### src/rtl/dm_arb_pkg.sv
// Shared types and constants for the dm_bus_arbiter slice.
// Holds the FSM state enum, owner encodings, the reset value of the
// last-served pointer and the saturating watchdog-counter helper.
package dm_arb_pkg;

    typedef enum logic [1:0] {
        IDLE = 2'd0,
        XFER = 2'd1,
        RESP = 2'd2
    } state_t;

    localparam logic [1:0] OWN_NONE = 2'b00;
    localparam logic [1:0] OWN_M0   = 2'b01;
    localparam logic [1:0] OWN_M1   = 2'b10;

    // 1 = master 1 was served last, so master 0 wins the first tie.
    localparam logic LAST_RST = 1'b1;

    localparam int CNT_W = 8;

    // Increment without wrapping; the counter sticks at all-ones.
    function automatic logic [CNT_W-1:0] sat_inc(input logic [CNT_W-1:0] v);
        return (v == {CNT_W{1'b1}}) ? v : v + 1'b1;
    endfunction

endpackage

### src/rtl/dm_bus_arbiter_if.sv
// Bus bundle between the two masters, the arbiter and the slave bridge.
// modport slave  : the arbiter's view (it serves the masters, drives the bridge).
// modport master : the environment's view (masters and slave bridge model).
interface dm_bus_arbiter_if #(
    parameter int AW = 32,
    parameter int DW = 32
);
    logic          m0_req;
    logic          m0_we;
    logic [AW-1:0] m0_addr;
    logic [DW-1:0] m0_wdata;
    logic [3:0]    m0_be;
    logic          m0_ack;
    logic          m0_err;
    logic [DW-1:0] m0_rdata;

    logic          m1_req;
    logic          m1_we;
    logic [AW-1:0] m1_addr;
    logic [DW-1:0] m1_wdata;
    logic [3:0]    m1_be;
    logic          m1_ack;
    logic          m1_err;
    logic [DW-1:0] m1_rdata;

    logic          s_req;
    logic          s_we;
    logic [AW-1:0] s_addr;
    logic [DW-1:0] s_wdata;
    logic [3:0]    s_be;
    logic          s_ack;
    logic [DW-1:0] s_rdata;

    logic [1:0]    owner;

    modport slave (
        input  m0_req, m0_we, m0_addr, m0_wdata, m0_be,
        output m0_ack, m0_err, m0_rdata,
        input  m1_req, m1_we, m1_addr, m1_wdata, m1_be,
        output m1_ack, m1_err, m1_rdata,
        output s_req, s_we, s_addr, s_wdata, s_be,
        input  s_ack, s_rdata,
        output owner
    );

    modport master (
        output m0_req, m0_we, m0_addr, m0_wdata, m0_be,
        input  m0_ack, m0_err, m0_rdata,
        output m1_req, m1_we, m1_addr, m1_wdata, m1_be,
        input  m1_ack, m1_err, m1_rdata,
        input  s_req, s_we, s_addr, s_wdata, s_be,
        output s_ack, s_rdata,
        input  owner
    );

endinterface

### src/rtl/dm_arb_pick.sv
// Combinational winner select for dm_bus_arbiter.
// Build option DM_ARB_RR_EN: round-robin on ties (uses last-served pointer).
// Without it: fixed priority, master 0 wins every tie and no pointer exists.
module dm_arb_pick (
`ifdef DM_ARB_RR_EN
    input  logic last_m1,
`endif
    input  logic m0_req,
    input  logic m1_req,
    output logic any_req,
    output logic pick_m1
);

    // A lone requester always wins; only a tie consults the policy.
    always_comb begin
        any_req = m0_req | m1_req;
`ifdef DM_ARB_RR_EN
        pick_m1 = m1_req & (~m0_req | ~last_m1);
`else
        pick_m1 = m1_req & ~m0_req;
`endif
    end

endmodule

### src/rtl/dm_bus_arbiter.sv
// Two-master / one-slave arbiter in front of the data-memory bridge.
// Master 0 is the CPU data port, master 1 the DMA engine. Each transfer is
// latched once, forwarded to the slave, and completed with a one-cycle
// ack, or a one-cycle err if the slave stays silent for TIMEOUT cycles.
// Build option DM_ARB_RR_EN selects round-robin tie-breaking (see dm_arb_pick).
module dm_bus_arbiter
    import dm_arb_pkg::*;
#(
    parameter int AW      = 32,
    parameter int DW      = 32,
    parameter int TIMEOUT = 15
) (
    input  logic              clk,
    input  logic              rst,
    dm_bus_arbiter_if.slave   bus
);

    localparam logic [CNT_W-1:0] TO_CNT = CNT_W'(TIMEOUT);

    state_t           state_q, state_d;
    logic [CNT_W-1:0] cnt_q;
    logic [1:0]       owner_q;
    logic             err_q;
    logic [DW-1:0]    rdata_q;
    logic             s_we_q;
    logic [AW-1:0]    s_addr_q;
    logic [DW-1:0]    s_wdata_q;
    logic [3:0]       s_be_q;

    logic             any_req;
    logic             pick_m1;
    logic             timeout_hit;
    logic             resp_m0;
    logic             resp_m1;

`ifdef DM_ARB_RR_EN
    logic             last_m1_q;
`endif

    dm_arb_pick u_pick (
`ifdef DM_ARB_RR_EN
        .last_m1 (last_m1_q),
`endif
        .m0_req  (bus.m0_req),
        .m1_req  (bus.m1_req),
        .any_req (any_req),
        .pick_m1 (pick_m1)
    );

    // Watchdog compares the registered count, so the error lands TIMEOUT+2
    // cycles after the request and a same-cycle s_ack still takes priority.
    assign timeout_hit = (cnt_q >= TO_CNT);

    // State register; reset aborts any transfer in flight.
    always_ff @(posedge clk or posedge rst) begin
        if (rst) state_q <= IDLE;
        else     state_q <= state_d;
    end

    // Next-state logic: grant in IDLE, wait for ack or timeout, one response cycle.
    always_comb begin
        state_d = state_q;
        case (state_q)
            IDLE:    if (any_req) state_d = XFER;
            XFER:    if (bus.s_ack || timeout_hit) state_d = RESP;
            RESP:    state_d = IDLE;
            default: state_d = IDLE;
        endcase
    end

    // Transfer latches, watchdog counter and response capture.
    always_ff @(posedge clk or posedge rst) begin
        if (rst) begin
            cnt_q     <= '0;
            owner_q   <= OWN_NONE;
            err_q     <= 1'b0;
            rdata_q   <= '0;
            s_we_q    <= 1'b0;
            s_addr_q  <= '0;
            s_wdata_q <= '0;
            s_be_q    <= '0;
        end else begin
            case (state_q)
                IDLE: begin
                    cnt_q <= '0;
                    if (any_req) begin
                        owner_q   <= pick_m1 ? OWN_M1        : OWN_M0;
                        s_we_q    <= pick_m1 ? bus.m1_we     : bus.m0_we;
                        s_addr_q  <= pick_m1 ? bus.m1_addr   : bus.m0_addr;
                        s_wdata_q <= pick_m1 ? bus.m1_wdata  : bus.m0_wdata;
                        s_be_q    <= pick_m1 ? bus.m1_be     : bus.m0_be;
                    end
                end
                XFER: begin
                    if (bus.s_ack) begin
                        rdata_q <= bus.s_rdata;
                        err_q   <= 1'b0;
                    end else begin
                        cnt_q <= sat_inc(cnt_q);
                        if (timeout_hit) begin
                            rdata_q <= '0;
                            err_q   <= 1'b1;
                        end
                    end
                end
                RESP: begin
                    cnt_q   <= '0;
                    owner_q <= OWN_NONE;
                end
                default: begin
                    cnt_q   <= '0;
                    owner_q <= OWN_NONE;
                end
            endcase
        end
    end

`ifdef DM_ARB_RR_EN
    // Remember who was served so the other master wins the next tie.
    always_ff @(posedge clk or posedge rst) begin
        if (rst)                  last_m1_q <= LAST_RST;
        else if (state_q == RESP) last_m1_q <= (owner_q == OWN_M1);
    end
`endif

    assign resp_m0 = (state_q == RESP) && (owner_q == OWN_M0);
    assign resp_m1 = (state_q == RESP) && (owner_q == OWN_M1);

    assign bus.s_req   = (state_q == XFER);
    assign bus.s_we    = s_we_q;
    assign bus.s_addr  = s_addr_q;
    assign bus.s_wdata = s_wdata_q;
    assign bus.s_be    = s_be_q;
    assign bus.owner   = owner_q;

    // Only the winner sees a response; the other master's outputs stay 0.
    assign bus.m0_ack   = resp_m0 & ~err_q;
    assign bus.m0_err   = resp_m0 &  err_q;
    assign bus.m0_rdata = resp_m0 ? rdata_q : '0;
    assign bus.m1_ack   = resp_m1 & ~err_q;
    assign bus.m1_err   = resp_m1 &  err_q;
    assign bus.m1_rdata = resp_m1 ? rdata_q : '0;

endmodule

### src/flat_wrapper.sv
// flat-port wrapper written by rule: the top's interface ports become plain ports
module dm_bus_arbiter_flat import dm_arb_pkg::*;
#(
    parameter int AW      = 32,
    parameter int DW      = 32,
    parameter int TIMEOUT = 15
)
  (clk, rst, bus_m0_req, bus_m0_we, bus_m0_addr, bus_m0_wdata, bus_m0_be, bus_m0_ack, bus_m0_err, bus_m0_rdata, bus_m1_req, bus_m1_we, bus_m1_addr, bus_m1_wdata, bus_m1_be, bus_m1_ack, bus_m1_err, bus_m1_rdata, bus_s_req, bus_s_we, bus_s_addr, bus_s_wdata, bus_s_be, bus_s_ack, bus_s_rdata, bus_owner);
  dm_bus_arbiter_if #(.AW(AW), .DW(DW)) bus_i ();
  input  logic clk;
  input  logic rst;
  input wire logic [$bits(bus_i.m0_req)-1:0] bus_m0_req;
  input wire logic [$bits(bus_i.m0_we)-1:0] bus_m0_we;
  input wire logic [$bits(bus_i.m0_addr)-1:0] bus_m0_addr;
  input wire logic [$bits(bus_i.m0_wdata)-1:0] bus_m0_wdata;
  input wire logic [$bits(bus_i.m0_be)-1:0] bus_m0_be;
  output wire logic [$bits(bus_i.m0_ack)-1:0] bus_m0_ack;
  output wire logic [$bits(bus_i.m0_err)-1:0] bus_m0_err;
  output wire logic [$bits(bus_i.m0_rdata)-1:0] bus_m0_rdata;
  input wire logic [$bits(bus_i.m1_req)-1:0] bus_m1_req;
  input wire logic [$bits(bus_i.m1_we)-1:0] bus_m1_we;
  input wire logic [$bits(bus_i.m1_addr)-1:0] bus_m1_addr;
  input wire logic [$bits(bus_i.m1_wdata)-1:0] bus_m1_wdata;
  input wire logic [$bits(bus_i.m1_be)-1:0] bus_m1_be;
  output wire logic [$bits(bus_i.m1_ack)-1:0] bus_m1_ack;
  output wire logic [$bits(bus_i.m1_err)-1:0] bus_m1_err;
  output wire logic [$bits(bus_i.m1_rdata)-1:0] bus_m1_rdata;
  output wire logic [$bits(bus_i.s_req)-1:0] bus_s_req;
  output wire logic [$bits(bus_i.s_we)-1:0] bus_s_we;
  output wire logic [$bits(bus_i.s_addr)-1:0] bus_s_addr;
  output wire logic [$bits(bus_i.s_wdata)-1:0] bus_s_wdata;
  output wire logic [$bits(bus_i.s_be)-1:0] bus_s_be;
  input wire logic [$bits(bus_i.s_ack)-1:0] bus_s_ack;
  input wire logic [$bits(bus_i.s_rdata)-1:0] bus_s_rdata;
  output wire logic [$bits(bus_i.owner)-1:0] bus_owner;
  assign bus_i.m0_req = bus_m0_req;
  assign bus_i.m0_we = bus_m0_we;
  assign bus_i.m0_addr = bus_m0_addr;
  assign bus_i.m0_wdata = bus_m0_wdata;
  assign bus_i.m0_be = bus_m0_be;
  assign bus_m0_ack = bus_i.m0_ack;
  assign bus_m0_err = bus_i.m0_err;
  assign bus_m0_rdata = bus_i.m0_rdata;
  assign bus_i.m1_req = bus_m1_req;
  assign bus_i.m1_we = bus_m1_we;
  assign bus_i.m1_addr = bus_m1_addr;
  assign bus_i.m1_wdata = bus_m1_wdata;
  assign bus_i.m1_be = bus_m1_be;
  assign bus_m1_ack = bus_i.m1_ack;
  assign bus_m1_err = bus_i.m1_err;
  assign bus_m1_rdata = bus_i.m1_rdata;
  assign bus_s_req = bus_i.s_req;
  assign bus_s_we = bus_i.s_we;
  assign bus_s_addr = bus_i.s_addr;
  assign bus_s_wdata = bus_i.s_wdata;
  assign bus_s_be = bus_i.s_be;
  assign bus_i.s_ack = bus_s_ack;
  assign bus_i.s_rdata = bus_s_rdata;
  assign bus_owner = bus_i.owner;
  dm_bus_arbiter #(.AW(AW), .DW(DW), .TIMEOUT(TIMEOUT)) u_core (.clk(clk), .rst(rst), .bus(bus_i));
endmodule
### config.mk
export PLATFORM = sky130hd
export DESIGN_NAME = dm_bus_arbiter_flat
export DESIGN_NICKNAME = d
export VERILOG_FILES = /design/src/rtl/dm_arb_pkg.sv /design/src/rtl/dm_bus_arbiter_if.sv /design/src/rtl/dm_arb_pick.sv /design/src/rtl/dm_bus_arbiter.sv /design/src/flat_wrapper.sv
export SDC_FILE = /design/constraint.sdc
export NUM_CORES = 1
export LEC_CHECK = 0
export CAP_MARGIN = 5
export CORE_MARGIN = 5
export CORE_UTILIZATION = 30
export DETAILED_ROUTE_END_ITERATION = 8
export DONT_BUFFER_PORTS = 1
export PLACE_DENSITY = 0.42
export SKIP_LAST_GASP = 1
export SLEW_MARGIN = 0
export SYNTH_ARGS = -nofsm -noshare
export SYNTH_HDL_FRONTEND = slang
export SYNTH_HIERARCHICAL = 1
export SYNTH_SLANG_ARGS = --single-unit
### constraint.sdc
create_clock -name clk -period 4.6 [get_ports clk]
set_clock_uncertainty 0.15 [all_clocks]
set_input_delay 0.46 -clock clk [delete_from_list [all_inputs] [get_ports clk]]
set_output_delay 0.46 -clock clk [all_outputs]
set_load 0.03 [all_outputs]
Word level (Yosys, flattened, before mapping)

Index checks and enable logic that the tools add are counted.

Register bits after elaboration: 114
Bits of input ports: 175
Word-level logic and storage cells: 58

Add/subtract/negate cells: 1
Magnitude comparators: 1
Equality and inequality tests: 9
Multiplexer cells: 19
Bitwise logic cells: 9
Reductions and logical operators: 10

Operator list:

| kind                                                   | count |
|---|---|
| 2-to-1 mux 32 bit                                      | 6 |
| 2-to-1 mux 8 bit                                       | 3 |
| AND reduction 2 bit                                    | 5 |
| adder 8 x 1 -> 8 bit (second input constant)           | 1 |
| == test 8 bit (second input constant)                  | 1 |
| >= comparator 8 x 4 -> 1 bit (second input constant)   | 1 |
| 2-to-1 mux 2 bit                                       | 4 |
| case mux 2 bit (2 select lines)                        | 2 |
| bitwise AND 1 bit                                      | 5 |
| == test 2 x 1 -> 1 bit (second input constant)         | 2 |
| == test 2 bit (second input constant)                  | 2 |
| 2-to-1 mux 4 bit                                       | 1 |
| inequality test 2 x 1 -> 1 bit (second input constant) | 2 |
| inequality test 2 bit (second input constant)          | 2 |
| 2-to-1 mux 1 bit                                       | 3 |
| inverter 1 bit                                         | 3 |
| logical AND 1 bit                                      | 2 |
| zero test 2 bit                                        | 1 |
| nonzero test 2 bit                                     | 1 |
| logical OR 1 bit                                       | 1 |
| bitwise OR 1 bit                                       | 1 |

Longest topological paths before layout

Gate-level depths: netlist of the first run.

Depth after elaboration: 5
Gate-level depth with buffers: 6
Mapped depth without buffers: 4

Modules after synthesis

Netlist of the first run, hierarchy kept.

Modules (own cells, without submodules):

| module         | instances | cells each | area an instance (um2) |
|---|---|---|---|
| dm_bus_arbiter | 1         | 517        | 5442.7 |
| dm_arb_pick    | 1         | 2          | 12.5 |

Least setup slack after synthesis of the first run

OpenSTA, ideal clock, no wires.

Path kind: register to output
Start point: register u_core.owner_q[1], in the netlist u_core/bus.owner[1]
End point: output port bus_m0_rdata[10]
Arrival time: 1.397 ns
Slack: 2.593 ns
Cell stages (with the launch flop): 4
Buffers on the path: 1
Cells stage by stage: dfrtp_1 -> and4bb_2 -> clkbuf_1 -> and2_1

Longest elaborated chain between the ends: 3

RTL lines:

| what                   | line                  | RTL |
|---|---|---|
| from (decl)            | dm_bus_arbiter.sv:22  | `logic [1:0] owner_q;` |
| from (signal assigned) | dm_bus_arbiter.sv:87  | `owner_q <= pick_m1 ? OWN_M1 : OWN_M0;` |
| == test 2 x 1 -> 1 bit | dm_bus_arbiter.sv:126 | `assign resp_m0 = (state_q == RESP) && (owner_q == OWN_M0);` |
| logical AND 1 bit      | dm_bus_arbiter.sv:126 |  |
| 2-to-1 mux 32 bit      | dm_bus_arbiter.sv:139 | `assign bus.m0_rdata = resp_m0 ? rdata_q : '0;` |
| to (decl)              | flat_wrapper.sv:19    | `output wire logic [$bits(bus_i.m0_rdata)-1:0] bus_m0_rdata;` |

Every way passes these cells.

Worst setup path in the final report of the first run

Start point: register u_core.owner_q[0], in the netlist u_core/bus.owner[0]
End point: output port bus_m1_rdata[17]

Longest elaborated chain between the ends: 3

RTL lines:

| what              | line                  | RTL |
|---|---|---|
| == test 2 bit     | dm_bus_arbiter.sv:127 | `assign resp_m1 = (state_q == RESP) && (owner_q == OWN_M1);` |
| logical AND 1 bit | dm_bus_arbiter.sv:127 |  |
| 2-to-1 mux 32 bit | dm_bus_arbiter.sv:142 | `assign bus.m1_rdata = resp_m1 ? rdata_q : '0;` |
| to (decl)         | flat_wrapper.sv:27    | `output wire logic [$bits(bus_i.m1_rdata)-1:0] bus_m1_rdata;` |

Every way passes these cells.

==> impl_metrics.yaml, run 1 <==
run_status:
  outcome: "finished, final reports clean"
power_and_ir_drop:
  p_leak_nw: 2.64
  power.density_nw_per_um2: 749
  ir_worst_vdd_mv: 0.266
clocking:
  postCtsSetupBuffers: 0
  clock_tree.root_cell: "sky130_fd_sc_hd__clkbuf_16"
  cts_inserted_buffers: 17
  clock_tree.buffer_depth: 2
  clk_pin_slew_ns: 0.05
  clkSinkCount: 114
  clock_tree_from_tritoncts: "done"
  cts.htree.levels: 4
  clock_insertion_delay_worst_skew_ns: 0.40
job:
  max_cap_viol_count: 0
global_routing:
  first_global_vias: 3654
  grt_first_pass_wirelength_um: 20700
  globalRouteTotalUtil_pct: 12.9
  initial_antenna_violation_count: 0
  grt.overflow.total: 0
  pin_count_of_the_biggest_net_entering_global_routing: 79
cells_and_area:
  layout.core_utilization_pct: 34.7
  num-fill-cells: 1842
  finish.net_count: 687
  sequential_cell_area_sq_um: 2850
  layout.cell_area.non_filler_sq_um: 6240
  num_antenna_cells: 0
  area_growth_pct: 14.3
  post_route_cells_drive_above_1_share_pct: 14.3
  multi_input_combinational_cell_area_sq_um: 2420
  finish.cell_count_without_fillers: 752
timing:
  relSlewSlack_pct: 23.3
  report.final.hold_viol_count: 0
  setup_tns_ns: 0
  final-setup-viol-count: 0
  maxSlewViolCount: 0
  timing.final.crit_share_pct: 57.3
  tightest_slew_ns: 1.15
  grt_setup_unrepaired: "false"
  max_freq_mhz: 380
  worst_hold_slack_ns: 0.0474
  period_minus_slack_ns: 2.63
floorplan:
  die_width_um: 145
  boundaryPins: 315
  number_of_core_rows: 49
  design.core.area_sq_um: 18000
  floorplan.die_area_sq_um: 21000
  initial_core_util_pct: 30.4
  die_h_um: 145
synthesis:
  mappedNetlistArea_sq_um: 5460
  postSynthCellCount: 519
  netlist-cell-type-count: 33
  postSynthRegisterBits: 114
  synth.yosys.seq_area_share_pct: 52.3
  synth-warning-count: 6
  syn_avg_cell_area_sq_um: 10.5
  synth_nets: 695
placed_design:
  post-dp-hpwl_um: 10800
  port_buffers: 0
  finalWeightedCongestion: 0.767
  placement.cell_area_sq_um: 5670
  cell_count_post_placement: 720
drt:
  drt_wl_total_um: 14600
  routed-via-count: 3749
  route.detailed.wl_per_inst_um: 19.4
  antenna_violating_nets_post_route: 0
  detail_route.vias_per_cell: 4.99
  drt_pre_antenna_iters: 4
  detail_route.drc_violations: 0
  drt-initial-drc-count: 120
setup_path:
  critPathArrivalTime_ns: 2.02
  timing.critical_path.from_type: "flop"
  required_time_of_the_critical_path_ns: 3.99
  critical_path.endpoint_type: "output port"
  timing.setup.critical_path_class: "flop to output port"
  path_max_fanout: 34
worst_hold_path:
  min_path_type: "primary input to flop"
-- repair_timing --
item	CTS	global route
resized for setup	0	0
hold buffers	1	0
endpoints found under the hold margin	13	0
-- cells in the final DEF, fill, tap and decap left out, types with 2 or more instances in the layout --
cell type,instances
sky130_fd_sc_hd__nand2b_1,3
sky130_fd_sc_hd__mux2i_1,74
sky130_fd_sc_hd__clkinv_2,5
sky130_fd_sc_hd__o21ai_0,5
sky130_fd_sc_hd__clkbuf_8,3
sky130_fd_sc_hd__dfrtp_1,114
sky130_fd_sc_hd__nor2_1,71
sky130_fd_sc_hd__nand2_1,8
sky130_fd_sc_hd__clkbuf_16,17
sky130_fd_sc_hd__clkinvlp_4,4
sky130_fd_sc_hd__a21oi_1,72
sky130_fd_sc_hd__and2_1,68
sky130_fd_sc_hd__and4bb_2,2
sky130_fd_sc_hd__nor2b_1,2
sky130_fd_sc_hd__a22o_2,27
sky130_fd_sc_hd__a211oi_1,2
sky130_fd_sc_hd__a31oi_1,2
sky130_fd_sc_hd__nor3_1,3
sky130_fd_sc_hd__inv_1,6
sky130_fd_sc_hd__nand3b_1,2
sky130_fd_sc_hd__buf_4,8
sky130_fd_sc_hd__a22o_1,5
-- area by class of cell --
type	count	share of cell area, %
multi-input combinational	361	38.9
timing repair buffer	10	1.44
sequential	114	45.7
inverter	7	0.461
tap	229	4.59
clock inverter	10	1.36
clock buffer	21	7.54
-- cell usage after synthesis --
| library cell | n | area share [%] |
|---|---|---|
| sky130_fd_sc_hd__o21ai_0 | 5 | 0.46 |
| sky130_fd_sc_hd__a22o_1 | 5 | 0.80 |
| sky130_fd_sc_hd__nand3_1 | 1 | 0.092 |
| sky130_fd_sc_hd__nor3b_1 | 2 | 0.28 |
| sky130_fd_sc_hd__a31oi_1 | 2 | 0.23 |
| sky130_fd_sc_hd__a21oi_1 | 72 | 6.6 |
| sky130_fd_sc_hd__clkbuf_1 | 24 | 1.7 |
| sky130_fd_sc_hd__inv_1 | 7 | 0.48 |
| sky130_fd_sc_hd__mux2i_1 | 74 | 14 |
| sky130_fd_sc_hd__and3_1 | 1 | 0.11 |
| sky130_fd_sc_hd__nor3_1 | 3 | 0.28 |
| sky130_fd_sc_hd__nor2_1 | 72 | 5.0 |
| sky130_fd_sc_hd__and4b_1 | 1 | 0.18 |
| sky130_fd_sc_hd__o2111a_1 | 1 | 0.21 |
| sky130_fd_sc_hd__nand2b_1 | 3 | 0.34 |
| sky130_fd_sc_hd__nor2b_1 | 3 | 0.34 |
| sky130_fd_sc_hd__ha_1 | 1 | 0.23 |
| sky130_fd_sc_hd__and4bb_2 | 2 | 0.46 |
| sky130_fd_sc_hd__a21o_1 | 1 | 0.14 |
| sky130_fd_sc_hd__and4_2 | 1 | 0.18 |
| sky130_fd_sc_hd__nand2_1 | 8 | 0.55 |
| sky130_fd_sc_hd__nand3b_1 | 2 | 0.28 |
| sky130_fd_sc_hd__buf_2 | 5 | 0.46 |
| sky130_fd_sc_hd__a211oi_1 | 2 | 0.28 |
| sky130_fd_sc_hd__or2_1 | 1 | 0.11 |
| sky130_fd_sc_hd__buf_1 | 5 | 0.34 |
| sky130_fd_sc_hd__or4_4 | 1 | 0.21 |
| sky130_fd_sc_hd__nor4_1 | 1 | 0.11 |
| sky130_fd_sc_hd__a22o_2 | 27 | 5.0 |
| sky130_fd_sc_hd__o31ai_4 | 1 | 0.39 |
| sky130_fd_sc_hd__and2_1 | 68 | 7.8 |
| sky130_fd_sc_hd__buf_6 | 3 | 0.62 |
| sky130_fd_sc_hd__dfrtp_1 | 114 | 52 |
-- metal layers --
| metal | vias up | global-route usage, % | wire length (um) |
|---|---|---|---|
| li1 | 1793 | - | - |
| met1 | 1761 | 15.0 | 5470 |
| met2 | 185 | 21.8 | 7440 |
| met3 | 10 | 4.90 | 1500 |
| met4 | 0 | 4.71 | 172 |
| met5 | - | 0 | 0 |
-- cells by family after synthesis --
family                   after synthesis  synth area share (%)
buffers and inverters                 44                  3.56
flip-flops                           114                  52.3
multiplexers                          74                  13.6
adder cells (fa/ha/maj)                1                 0.229
AO/OA/AOI/OAI                        116                  14.1
AND/OR/NAND/NOR                      170                  16.3
-- where the power goes --
part,total (mW),switching (mW),internal (mW),leakage [nW]
clock,1.22,0.441,0.776,0.267
combinational,1.02,0.598,0.421,1.04
sequential,2.44,0.985,1.45,1.33
-- critical path: stages (launching register included) --
cell and delay (ns):
sky130_fd_sc_hd__dfrtp_1 0.51, sky130_fd_sc_hd__and4bb_2 0.70, sky130_fd_sc_hd__and2_1 0.40
-- path summary, 6_finish.rpt --
kind,start,endpoint,slack [ns],depth (start not counted)
max,u_core/bus.owner[0]$_DFFE_PP0P_,bus_m1_rdata[17],1.97,2
min,bus_s_rdata[1],u_core/rdata_q[1]$_DFFE_PP0P_,0.05,1
max reg2reg,u_core/state_q[0]$_DFFE_PP0P_,u_core/bus.s_wdata[14]$_DFFE_PP0P_,2.42,4
min reg2reg,u_core/rdata_q[24]$_DFFE_PP0P_,u_core/rdata_q[24]$_DFFE_PP0P_,0.36,1
max in group asynchronous,rst,u_core/bus.s_wdata[6]$_DFFE_PP0P_,3.08,3
min in group asynchronous,rst,u_core/bus.s_addr[23]$_DFFE_PP0P_,0.31,2
-- state kept, by name (all words and copies together) (netlist names) --
name and flops:
u_core/err_q 1, u_core/bus.owner 2, u_core/bus.s_be 4, u_core/state_q 2
u_core/bus.s_addr 32, u_core/cnt_q 8, u_core/rdata_q 32, u_core/bus.s_wdata 32
u_core/bus.s_we 1
-- through the flow --
| step | power (mW) | worst slack (ns) |
|---|---|---|
| 2_1_floorplan | 3.17 | 0.974 |
| 3_3_place_gp | 3.48 | 2.36 |
| 3_5_place_dp | 3.50 | 2.29 |
| 4_1_cts | 4.75 | 1.91 |
| 5_1_grt | 4.98 | 1.82 |
| 6_report | 4.67 | 1.97 |
(Power assumes the default switching activity.)
==> run 2: changes to the inputs <==
==> constraint.sdc (replaced) <==
create_clock -name clk -period 2.6 [get_ports clk]
set_clock_uncertainty 0.15 [all_clocks]
set_input_delay 0.26 -clock clk [delete_from_list [all_inputs] [get_ports clk]]
set_output_delay 0.26 -clock clk [all_outputs]
set_load 0.03 [all_outputs]
==> impl_metrics.yaml, run 2 <==
run_status:
  outcome: "aborted with a tool error"
  stop_stage: "4_1_cts"
  error_line: "[ERROR RSZ-0060] Max buffer count reached."
synthesis:
  postSynthRegisterBits: 114
  netlist_top_cells_area: "sky130_fd_sc_hd__dfrtp_1 52%, sky130_fd_sc_hd__mux2i_1 14%, sky130_fd_sc_hd__and2_1 7.8%"
  synth_nets: 695
  netlist-cell-type-count: 33
  postSynthCellCount: 519
  post_synth_most_frequent_cells: "114 x sky130_fd_sc_hd__dfrtp_1, 74 x sky130_fd_sc_hd__mux2i_1, 72 x sky130_fd_sc_hd__a21oi_1, 72 x sky130_fd_sc_hd__nor2_1, 68 x sky130_fd_sc_hd__and2_1"
  share_of_the_synthesized_netlist_area_taken_by_xor_and_xnor_gates_pct: 0
  synth_simple_gate_area_share_pct: 16.3
  synthArstFlopShare_pct: 100
  synth_ff_type: "sky130_fd_sc_hd__dfrtp_1"
  synth.mux.area_fraction_pct: 13.6
  netlist.top_cell.by_area: "sky130_fd_sc_hd__dfrtp_1"
  synth_top_family_by_area: "simple AND/OR/NAND/NOR gates"
  synth-warning-count: 6
  yosys.cell_count.top_type: "sky130_fd_sc_hd__dfrtp_1"
  synth-compound-area-share_pct: 14.1
  syn_avg_cell_area_sq_um: 10.5
  synth.yosys.seq_area_share_pct: 52.3
  mappedNetlistArea_sq_um: 5460
  post_synth_fa_ha_maj_area_fraction_pct: 0.229
  synth_largest_type_area_fraction_pct: 52.3
  synth_enable_flop_cells: 0
clocking:
  postCtsSetupBuffers: 0
  post_cts_sizing_count: 0
  clkSinkCount: 114
  holdBufCountCts: 152
  clock_tree.root_cell: "sky130_fd_sc_hd__clkbuf_16"
  clock_tree.buffer_depth: 2
  cts.htree.levels: 4
  cts_inserted_buffers: 17
placed_design:
  port_buffers: 0
  finalWeightedCongestion: 0.756
  post-dp-hpwl_um: 10600
floorplan:
  boundaryPins: 315
  die_width_um: 145
  die_h_um: 145
  initial_core_util_pct: 30.4
  number_of_core_rows: 49
run 2: cell counts after synthesis:
No cell type changed its count.
run 2: per-stage QoR:
| stage | worst slack (ns) | area [sq um] | utilization, % | cells |
|---|---|---|---|---|
| after floorplan | 0.773 | 5460 | - | 519 |
| after global placement | 0.627 | 5680 | 31.6 | 717 |
| after detailed placement | 0.581 | 5680 | 31.6 | 717 |
run 2: cells by family after synthesis:
kind of cell	after synthesis
mux	74
compound gates	116
simple gates	170
flops	114
buf+inv	44
fa+ha+maj	1
==> run 3: changes to the inputs <==
--- a/config.mk
+++ b/config.mk
@@ -7,10 +7,10 @@
 export LEC_CHECK = 0
 export CAP_MARGIN = 5
 export CORE_MARGIN = 5
-export CORE_UTILIZATION = 30
+export CORE_UTILIZATION = 20
 export DETAILED_ROUTE_END_ITERATION = 8
 export DONT_BUFFER_PORTS = 1
-export PLACE_DENSITY = 0.42
+export PLACE_DENSITY_LB_ADDON = 0.15
 export SKIP_LAST_GASP = 1
 export SLEW_MARGIN = 0
 export SYNTH_ARGS = -nofsm -noshare
==> impl_metrics.yaml, run 3 (synthesized netlist as in run 1, its figures left out) <==
setup_path:
  rr_startpoint: "u_core/cnt_q[0]$_DFFE_PP0P_"
  critical_path.endpoint_type: "output port"
  startpoint: "u_core/bus.owner[1]$_DFFE_PP0P_"
  critPathArrivalTime_ns: 1.90
  required_time_of_the_critical_path_ns: 2.19
  path_max_fanout: 34
  crit_end: "bus_m0_rdata[15]"
  r2r.worst_path.cells: 5
  critical_path.reg2reg.endpoint: "u_core/rdata_q[14]$_DFFE_PP0P_"
  timing.critical_path.from_type: "flop"
  reg2reg_slack_ns: 0.60
  timing.setup.critical_path_class: "flop to output port"
cells_and_area:
  layout.cell_area.non_filler_sq_um: 8160
  num_antenna_cells: 0
  finish.net_count: 858
  final_cell_mix: "172 x sky130_fd_sc_hd__dlygate4sd3_1, 114 x sky130_fd_sc_hd__dfrtp_1, 74 x sky130_fd_sc_hd__mux2i_1"
  sequential_cell_area_sq_um: 2850
  most_frequent_standard_cell_in_the_layout_excluding_fill_and_tap_cells: "sky130_fd_sc_hd__dlygate4sd3_1"
  num-fill-cells: 2782
  area_growth_pct: 49.7
  multi_input_combinational_cell_area_sq_um: 2430
  post_route_cells_drive_above_1_share_pct: 10.9
global_routing:
  pin_count_of_the_biggest_net_entering_global_routing: 113
  initial_antenna_violation_count: 0
  first_global_vias: 5132
  globalRouteTotalUtil_pct: 11.1
  grt_first_pass_wirelength_um: 27300
  grt.overflow.total: 0
timing:
  grt_setup_unrepaired: "false"
  relSlewSlack_pct: 58.6
  report.final.hold_viol_count: 0
  period_minus_slack_ns: 2.31
  timing.final.crit_share_pct: 88.8
  post_layout_worst_setup_margin_ns: 0.292
  maxSlewViolCount: 0
  final-setup-viol-count: 0
  max_freq_mhz: 433
  setup_tns_ns: 0
  worst_hold_slack_ns: 0.0351
  tightest_slew_ns: 0.622
power_and_ir_drop:
  p_leak_nw: 3.36
  p_int_mw: 4.97
  switching_power_mw: 3.77
  power.combinational.fraction_pct: 24.1
  power.density_nw_per_um2: 1070
  seq_power_share_pct: 49.5
  power.switching_fraction_pct: 43.2
  p_total_mw: 8.74
  ir_worst_vdd_mv: 0.375
  clock_power_share_pct: 26.5
floorplan:
  die_width_um: 175
  floorplan.die_area_sq_um: 30700
  boundaryPins: 315
  design.core.area_sq_um: 26900
  number_of_core_rows: 60
  die_h_um: 175
  initial_core_util_pct: 20.3
placed_design:
  placement.cell_area_sq_um: 5850
  dp_worst_setup_slack_ns: 0.571
  post-dp-hpwl_um: 11300
  port_buffers: 0
  finalWeightedCongestion: 0.721
run_status:
  outcome: "finished, final reports clean"
clocking:
  clock_tree.root_cell: "sky130_fd_sc_hd__clkbuf_16"
  clock_tree.buffer_depth: 2
  postCtsSetupBuffers: 0
  clkSinkCount: 114
  cts.htree.levels: 4
  clk_pin_slew_ns: 0.06
  cts_inserted_buffers: 17
  clock_tree_from_tritoncts: "done"
  clock_insertion_delay_worst_skew_ns: 0.40
drt:
  routed-via-count: 4477
  route.detailed.wl_per_inst_um: 16.7
  detail_route.vias_per_cell: 4.32
  drt_pre_antenna_iters: 4
  detail_route.drc_violations: 0
  antenna_violating_nets_post_route: 0
  drt-initial-drc-count: 230
  drt_wl_total_um: 17300
worst_hold_path:
  min_path_type: "primary input to flop"
job:
  max_cap_viol_count: 0
run 3: layout make-up:
| class | instances | share of cell area (%) |
|---|---|---|
| clock inverters | 14 | 1.90 |
| repair buffers | 181 | 22.5 |
| multi-input cells | 361 | 29.8 |
| clock buffers | 18 | 5.26 |
| well taps | 341 | 5.23 |
| inverters | 7 | 0.368 |
| flip-flops and latches | 114 | 34.9 |
run 3: metrics by stage:
step,utilization (%),std cells
2_1_floorplan,-,519
3_3_place_gp,21.8,832
3_5_place_dp,21.8,832
4_1_cts,30.3,1036
5_1_grt,30.4,1036
6_report,30.4,1036
run 3: repair_timing:
action                     in CTS  in global routing
gates resized for setup         0                  2
hold buffers                  172                  0
hold endpoints to repair      220                  0
setup endpoints to repair       0                 15
run 3: metal layers:
metal	share of wire [%]	track usage, %	up-vias
li1	-	-	2129
met1	38	12.0	2145
met2	51	19.8	187
met3	9.1	4.57	16
met4	1.5	3.63	0
met5	0	0	-
run 3: power by group through the flow:
stage | Clock, mW | Sequential (mW) | Combinational, mW
after detailed placement | 0 | 4.34 | 1.89
after global routing | 2.50 | 4.46 | 2.38
after floorplan | 0 | 4.07 | 1.55
final | 2.31 | 4.32 | 2.10
after CTS | 2.41 | 4.34 | 2.12
after global placement | 0 | 4.37 | 1.81
run 3: worst max-delay path: stages (launching register included):
cell and delay [ns]:
sky130_fd_sc_hd__dfrtp_1 0.51, sky130_fd_sc_hd__and4bb_4 0.60, sky130_fd_sc_hd__and2_1 0.37
run 3: worst min path at each step:
stage,from,end,slack (ns),cells past startpoint
detailed placement,rst,u_core/bus.s_addr[25]$_DFFE_PP0P_,-0.13,1
global placement,rst,u_core/bus.s_addr[25]$_DFFE_PP0P_,-0.13,1
CTS,bus_s_ack,u_core/cnt_q[7]$_DFFE_PP0P_,0.007,3
finish,bus_s_ack,u_core/cnt_q[7]$_DFFE_PP0P_,0.04,3
global route,bus_s_ack,u_core/cnt_q[7]$_DFFE_PP0P_,0.03,3
floorplan,bus_s_rdata[16],u_core/rdata_q[16]$_DFFE_PP0P_,0.25,1
